--- src/rtl/ex_mem_stage_if.sv ---
// EX->MEM stage bus: valid/ready handshake plus the instruction entry fields.
// master drives valid and the fields, slave drives ready.
interface ex_mem_stage_if #(
  parameter int unsigned DATA_W     = 32,
  parameter int unsigned REG_ADDR_W = 5,
  parameter int unsigned CTRL_W     = 7
);
  logic                  valid;
  logic                  ready;
  logic [DATA_W-1:0]     pc_next;
  logic [DATA_W-1:0]     alu_result;
  logic [DATA_W-1:0]     rd2;
  logic [CTRL_W-1:0]     ctrl;
  logic [REG_ADDR_W-1:0] wr_reg;

  modport master (
    output valid, pc_next, alu_result, rd2, ctrl, wr_reg,
    input  ready
  );

  modport slave (
    input  valid, pc_next, alu_result, rd2, ctrl, wr_reg,
    output ready
  );
endinterface

--- src/rtl/ex_mem_stage.sv ---
// EX->MEM pipeline register with 2-entry skid buffer, flush and bubble control masking.
// Optional perf counters (stall/flush) are built when EX_MEM_PERF_EN is defined.
module ex_mem_stage #(
  parameter int unsigned     DATA_W     = 32,
  parameter int unsigned     REG_ADDR_W = 5,
  parameter int unsigned     CTRL_W     = 7,
  parameter logic [DATA_W-1:0] PC_RESET = DATA_W'(1),
  parameter int unsigned     CNT_W      = 16
) (
  input  logic                clk_i,
  input  logic                rst_i,
  input  logic                flush_i,
  ex_mem_stage_if.slave       ex_i,
  ex_mem_stage_if.master      mem_o,
  output logic [CNT_W-1:0]    stall_cnt_o,
  output logic [CNT_W-1:0]    flush_cnt_o
);

  typedef struct packed {
    logic [DATA_W-1:0]     pc_next;
    logic [DATA_W-1:0]     alu_result;
    logic [DATA_W-1:0]     rd2;
    logic [CTRL_W-1:0]     ctrl;
    logic [REG_ADDR_W-1:0] wr_reg;
  } entry_t;

  localparam entry_t ResetEntry = '{
    pc_next:    PC_RESET,
    alu_result: '0,
    rd2:        '0,
    ctrl:       '0,
    wr_reg:     '0
  };

  // Encoding is {main_v, skid_v}.
  typedef enum logic [1:0] {
    StEmpty = 2'b00,
    StFull1 = 2'b10,
    StFull2 = 2'b11
  } state_e;

  state_e state_q, state_d;
  entry_t main_q, main_d, skid_q, skid_d, in_entry;
  logic   main_v, skid_v, accept, consume;
  logic   load_main_in, load_main_skid, load_skid;

  assign in_entry = '{
    pc_next:    ex_i.pc_next,
    alu_result: ex_i.alu_result,
    rd2:        ex_i.rd2,
    ctrl:       ex_i.ctrl,
    wr_reg:     ex_i.wr_reg
  };

  assign main_v     = (state_q != StEmpty);
  assign skid_v     = (state_q == StFull2);
  assign ex_i.ready = ~skid_v;
  assign accept     = ex_i.valid & ~skid_v;
  assign consume    = main_v & mem_o.ready;

  always_ff @(posedge clk_i or posedge rst_i) begin
    if (rst_i) begin
      state_q <= StEmpty;
    end else begin
      state_q <= state_d;
    end
  end

  always_comb begin
    state_d = state_q;
    if (flush_i) begin
      state_d = StEmpty;
    end else begin
      unique case (state_q)
        StEmpty: if (accept) state_d = StFull1;
        StFull1: begin
          if (consume && !accept)      state_d = StEmpty;
          else if (!consume && accept) state_d = StFull2;
        end
        StFull2: if (consume) state_d = StFull1;
        default: state_d = StEmpty;
      endcase
    end
  end

  // A flushed cycle loads nothing, so a same-cycle accept never lands in storage.
  always_comb begin
    load_main_in   = 1'b0;
    load_main_skid = 1'b0;
    load_skid      = 1'b0;
    if (!flush_i) begin
      unique case (state_q)
        StEmpty: load_main_in = accept;
        StFull1: begin
          load_main_in = accept & consume;
          load_skid    = accept & ~consume;
        end
        StFull2: load_main_skid = consume;
        default: ;
      endcase
    end
    main_d = load_main_skid ? skid_q : (load_main_in ? in_entry : main_q);
    skid_d = load_skid ? in_entry : skid_q;
  end

  always_ff @(posedge clk_i or posedge rst_i) begin
    if (rst_i) begin
      main_q <= ResetEntry;
      skid_q <= ResetEntry;
    end else begin
      main_q <= main_d;
      skid_q <= skid_d;
    end
  end

  assign mem_o.valid      = main_v;
  assign mem_o.pc_next    = main_q.pc_next;
  assign mem_o.alu_result = main_q.alu_result;
  assign mem_o.rd2        = main_q.rd2;
  assign mem_o.wr_reg     = main_q.wr_reg;
  assign mem_o.ctrl       = main_v ? main_q.ctrl : '0;

`ifdef EX_MEM_PERF_EN
  localparam logic [CNT_W-1:0] CntMax = '1;

  logic [CNT_W-1:0] stall_cnt_q, stall_cnt_d, flush_cnt_q, flush_cnt_d, flush_inc;

  always_comb begin
    flush_inc   = CNT_W'({1'b0, main_v}) + CNT_W'({1'b0, skid_v});
    stall_cnt_d = stall_cnt_q;
    flush_cnt_d = flush_cnt_q;
    if (main_v && !mem_o.ready && (stall_cnt_q != CntMax)) begin
      stall_cnt_d = stall_cnt_q + CNT_W'(1);
    end
    if (flush_i) begin
      flush_cnt_d = ((CntMax - flush_cnt_q) < flush_inc) ? CntMax : (flush_cnt_q + flush_inc);
    end
  end

  always_ff @(posedge clk_i or posedge rst_i) begin
    if (rst_i) begin
      stall_cnt_q <= '0;
      flush_cnt_q <= '0;
    end else begin
      stall_cnt_q <= stall_cnt_d;
      flush_cnt_q <= flush_cnt_d;
    end
  end

  assign stall_cnt_o = stall_cnt_q;
  assign flush_cnt_o = flush_cnt_q;
`else
  assign stall_cnt_o = '0;
  assign flush_cnt_o = '0;
`endif

endmodule

--- src/flat_wrapper.sv ---
// flat-port wrapper written by rule: the top's interface ports become plain ports
module ex_mem_stage_flat 
#(
  parameter int unsigned     DATA_W     = 32,
  parameter int unsigned     REG_ADDR_W = 5,
  parameter int unsigned     CTRL_W     = 7,
  parameter logic [DATA_W-1:0] PC_RESET = DATA_W'(1),
  parameter int unsigned     CNT_W      = 16
)
  (clk_i, rst_i, flush_i, stall_cnt_o, flush_cnt_o, ex_i_valid, ex_i_pc_next, ex_i_alu_result, ex_i_rd2, ex_i_ctrl, ex_i_wr_reg, ex_i_ready, mem_o_valid, mem_o_pc_next, mem_o_alu_result, mem_o_rd2, mem_o_ctrl, mem_o_wr_reg, mem_o_ready);
  ex_mem_stage_if #(.DATA_W(DATA_W), .REG_ADDR_W(REG_ADDR_W), .CTRL_W(CTRL_W)) ex_i_i ();
  ex_mem_stage_if #(.DATA_W(DATA_W), .REG_ADDR_W(REG_ADDR_W), .CTRL_W(CTRL_W)) mem_o_i ();
  input  logic clk_i;
  input  logic rst_i;
  input  logic flush_i;
  output logic [CNT_W-1:0] stall_cnt_o;
  output logic [CNT_W-1:0] flush_cnt_o;
  input wire logic [$bits(ex_i_i.valid)-1:0] ex_i_valid;
  input wire logic [$bits(ex_i_i.pc_next)-1:0] ex_i_pc_next;
  input wire logic [$bits(ex_i_i.alu_result)-1:0] ex_i_alu_result;
  input wire logic [$bits(ex_i_i.rd2)-1:0] ex_i_rd2;
  input wire logic [$bits(ex_i_i.ctrl)-1:0] ex_i_ctrl;
  input wire logic [$bits(ex_i_i.wr_reg)-1:0] ex_i_wr_reg;
  output wire logic [$bits(ex_i_i.ready)-1:0] ex_i_ready;
  output wire logic [$bits(mem_o_i.valid)-1:0] mem_o_valid;
  output wire logic [$bits(mem_o_i.pc_next)-1:0] mem_o_pc_next;
  output wire logic [$bits(mem_o_i.alu_result)-1:0] mem_o_alu_result;
  output wire logic [$bits(mem_o_i.rd2)-1:0] mem_o_rd2;
  output wire logic [$bits(mem_o_i.ctrl)-1:0] mem_o_ctrl;
  output wire logic [$bits(mem_o_i.wr_reg)-1:0] mem_o_wr_reg;
  input wire logic [$bits(mem_o_i.ready)-1:0] mem_o_ready;
  assign ex_i_i.valid = ex_i_valid;
  assign ex_i_i.pc_next = ex_i_pc_next;
  assign ex_i_i.alu_result = ex_i_alu_result;
  assign ex_i_i.rd2 = ex_i_rd2;
  assign ex_i_i.ctrl = ex_i_ctrl;
  assign ex_i_i.wr_reg = ex_i_wr_reg;
  assign ex_i_ready = ex_i_i.ready;
  assign mem_o_valid = mem_o_i.valid;
  assign mem_o_pc_next = mem_o_i.pc_next;
  assign mem_o_alu_result = mem_o_i.alu_result;
  assign mem_o_rd2 = mem_o_i.rd2;
  assign mem_o_ctrl = mem_o_i.ctrl;
  assign mem_o_wr_reg = mem_o_i.wr_reg;
  assign mem_o_i.ready = mem_o_ready;
  ex_mem_stage #(.DATA_W(DATA_W), .REG_ADDR_W(REG_ADDR_W), .CTRL_W(CTRL_W), .PC_RESET(PC_RESET), .CNT_W(CNT_W)) u_core (.clk_i(clk_i), .rst_i(rst_i), .flush_i(flush_i), .ex_i(ex_i_i), .mem_o(mem_o_i), .stall_cnt_o(stall_cnt_o), .flush_cnt_o(flush_cnt_o));
endmodule
--- config.mk ---
export PLATFORM = sky130hd
export DESIGN_NAME = ex_mem_stage_flat
export DESIGN_NICKNAME = d
export VERILOG_FILES = /design/src/rtl/ex_mem_stage_if.sv /design/src/rtl/ex_mem_stage.sv /design/src/flat_wrapper.sv
export SDC_FILE = /design/constraint.sdc
export NUM_CORES = 1
export LEC_CHECK = 0
export CAP_MARGIN = 10
export CORE_ASPECT_RATIO = 0.75
export CORE_UTILIZATION = 45
export CTS_CLUSTER_SIZE = 28
export DETAILED_ROUTE_END_ITERATION = 8
export MAX_ROUTING_LAYER = met4
export PLACE_DENSITY = 0.82
export SLEW_MARGIN = 40
export SYNTH_ARGS = -nofsm -noshare
export SYNTH_HDL_FRONTEND = slang
export SYNTH_SLANG_ARGS = --single-unit
export TNS_END_PERCENT = 5
--- constraint.sdc ---
create_clock -name clk_i -period 6.5 [get_ports clk_i]
set_input_delay 0.65 -clock clk_i [delete_from_list [all_inputs] [get_ports clk_i]]
set_output_delay 0.65 -clock clk_i [all_outputs]
set_load 0.03 [all_outputs]
==> flow_metrics.py <==
metrics = {
    "timing": {
        "fin_ws_ns": 3.54,
        "max_freq_mhz": 337,
        "finalClockSkew_ns": 0.0125,
        "worst_pin_slew_ns": 0.837,
        "whs_ns": 0.506,
        "hold_viol": 0,
        "rsz0062_at_grt": "false",
        "layout_min_cycle_time_ns": 2.96,
        "timing.slew.headroom_pct": 44.2,
        "report.final.slew_viol_count": 0,
        "tns_ns": 0,
        "period_share_pct": 45.6,
        "setup_viol": 0,
    },
    "cts": {
        "cts_hold_buf": 0,
        "cts_tree": "done",
        "cts-resized-gates": 0,
        "cts_buffers": 22,
        "clkLatencyLatePin_ns": 0.50,
        "numClockSinks": 218,
        "post_cts_buffers": 0,
        "htreeDepth": 1,
        "clk_pin_slew_ns": 0.06,
        "clock_path_buffers": 3,
        "clock-root-buffer": "clkbuf_16",
    },
    "grt": {
        "overflow": 0,
        "grt_max_degree": 217,
        "grt_pass1_wl_um": 33500,
        "track_usage_pct": 18.0,
        "grt_antenna_before_repair": 0,
        "grt_pass1_vias": 6380,
    },
    "placement": {
        "gp_congestion": 0.746,
        "placed_area_sq_um": 11900,
        "port_buffers": 222,
        "dp_cells": 1242,
        "dp_hpwl_um": 13200,
        "place_ws_ns": 3.66,
    },
    "critical_path": {
        "reg2reg_slack_ns": 3.84,
        "cp_slowest_cell": "clkdlybuf4s50_1",
        "r2r-end": "u_core.skid_q[42]",
        "cp_top_family": "buffers and inverters",
        "ff2ff_path_depth": 8,
        "crit_chain": "inv_1, ha_1, and2b_1, clkdlybuf4s50_1",
        "cp-startpoint": "u_core.state_q[0]",
        "worstReg2RegStart": "u_core.state_q[0]",
        "required_ns": 5.85,
        "path_class": "register to output port",
        "cp_num_cells": 4,
        "crit_buf_inv": 2,
        "critical-path-max-stage-delay_ns": 0.59,
        "startpoint_type": "register",
        "cp_data_arrival_time_ns": 2.31,
        "path_max_fanout": 9,
        "end_kind": "output port",
        "cp-endpoint": "mem_o_ctrl[5]",
    },
    "power": {
        "ir_drop_mv": 0.297,
        "power_leakage_nw": 6.04,
        "p_per_area_nw_per_um2": 510,
        "power_mw": 6.47,
    },
    "finish": {
        "final_core_util_pct": 56.9,
        "regMostFlops": "u_core.skid_q",
        "largest_register_ffs": 108,
        "fin_nets": 1092,
        "stdcell_area_sq_um": 12700,
        "area_growth_pct": 22.5,
        "diodes": 0,
        "drive_above_1_share_pct": 16.2,
        "fin_cells": 1284,
        "fill_cells": 1811,
    },
    "floorplan": {
        "dieWidth_um": 177,
        "io_pins": 255,
        "dieArea_sq_um": 23600,
        "rows": 47,
        "die_h_um": 133,
        "core-area_sq_um": 22300,
        "start_util_pct": 46.4,
    },
    "detailed_routing": {
        "wl_met1_um": 9260,
        "top_layer": "met4",
        "viasPerCell": 4.96,
        "vias": 6368,
        "ant_nets": 0,
        "drc": 0,
        "wl_met3_um": 1880,
        "wl_per_cell_um": 16.3,
        "wirelength_um": 21000,
        "drtIter0Drc": 432,
        "drt_pass1_iterations": 4,
        "dr_wl_met2_um": 9500,
    },
    "logic_synthesis": {
        "postSynthAreaPerCell_sq_um": 11.9,
        "syn_inst": 867,
        "ys_top_cells_by_count": "dfrtp_1, buf_4, a21oi_1, mux2i_1, nor2_1",
        "synth_area_leaders": "dfrtp_1, buf_4, mux2i_1",
        "ys_ff_latch": 218,
        "yosysTopAreaCellShare_pct": 52.2,
        "async_reset_ff_share_pct": 100,
        "ys_seq_area_share_pct": 52.8,
        "yosys.area.top_type": "dfrtp_1",
        "netlist_area_sq_um": 10300,
        "synth_ff_type": "dfrtp_1",
        "yosysUniqueCellTypes": 33,
        "yosysMostFrequentCell": "dfrtp_1",
        "yosysWarnings": 0,
        "synth_edf_count": 0,
    },
    "outcome": {
        "status": "complete, no violations",
    },
    "min_path": {
        "hold_class": "primary input to asynchronous set/reset pin",
    },
    "flow_run": {
        "cap_viol_max_count": 0,
    },
}
logic make-up after synthesis:
group                      after synthesis  share of synthesized area [%]
DFF                                    218                           52.8
muxes                                  216                           22.9
buffers and inverters                  186                           12.8
and+or+nand+nor                        126                           5.10
AOI/OAI and AO/OA                      115                           5.74
adders and majority gates                5                          0.605
other                                    1                         0.0362
final cells by class:
cell class	instances	area, sq um	area share (%)
Tap cell	294	368	2.90
Clock buffer	27	621	4.90
Multi-Input combinational cell	494	3680	29.0
Inverter	7	30.0	0.237
Timing Repair Buffer	231	2400	18.9
Clock inverter	13	124	0.977
Sequential cell	218	5460	43.1
layout by cell type (no fill, tap or decap), drive strengths merged, types with 5 or more instances in the layout:
cell	count
ha	5
mux2i	108
clkinv	8
dfrtp	216
a21oi	108
nor2b	7
conb	32
nor2	108
clkbuf	27
inv	7
buf	9
clkdlybuf4s50	222
mux2	108
how the worst min path moves through the flow:
stage	endpoint	slack, ns	from	cells past startpoint
2_1_floorplan	u_core.mem_o.pc_next[0]	0.48	u_core.skid_q[76]	2
3_3_place_gp	u_core.mem_o.pc_next[0]	0.49	u_core.skid_q[76]	2
3_5_place_dp	u_core.skid_q[25]	0.49	u_core.skid_q[25]	1
4_1_cts	u_core.mem_o.pc_next[0]	0.51	u_core.skid_q[76]	2
5_1_grt	u_core.skid_q[88]	0.51	u_core.skid_q[88]	1
6_report	u_core.skid_q[18]	0.51	rst_i	2
power breakdown:
part | switching (mW) | internal (mW) | total (mW) | leakage (nW)
clock network | 0.532 | 0.761 | 1.29 | 0.371
registers | 0.369 | 2.06 | 2.42 | 2.59
logic | 1.42 | 1.33 | 2.75 | 3.08
routing by layer:
| metal | vias to the layer above | GRT usage, % |
|---|---|---|
| li1 | 3007 | - |
| met1 | 3120 | 23.6 |
| met2 | 212 | 27.7 |
| met3 | 29 | 5.39 |
| met4 | 0 | 3.40 |
| met5 | - | - |
(Power assumes the default switching activity.)
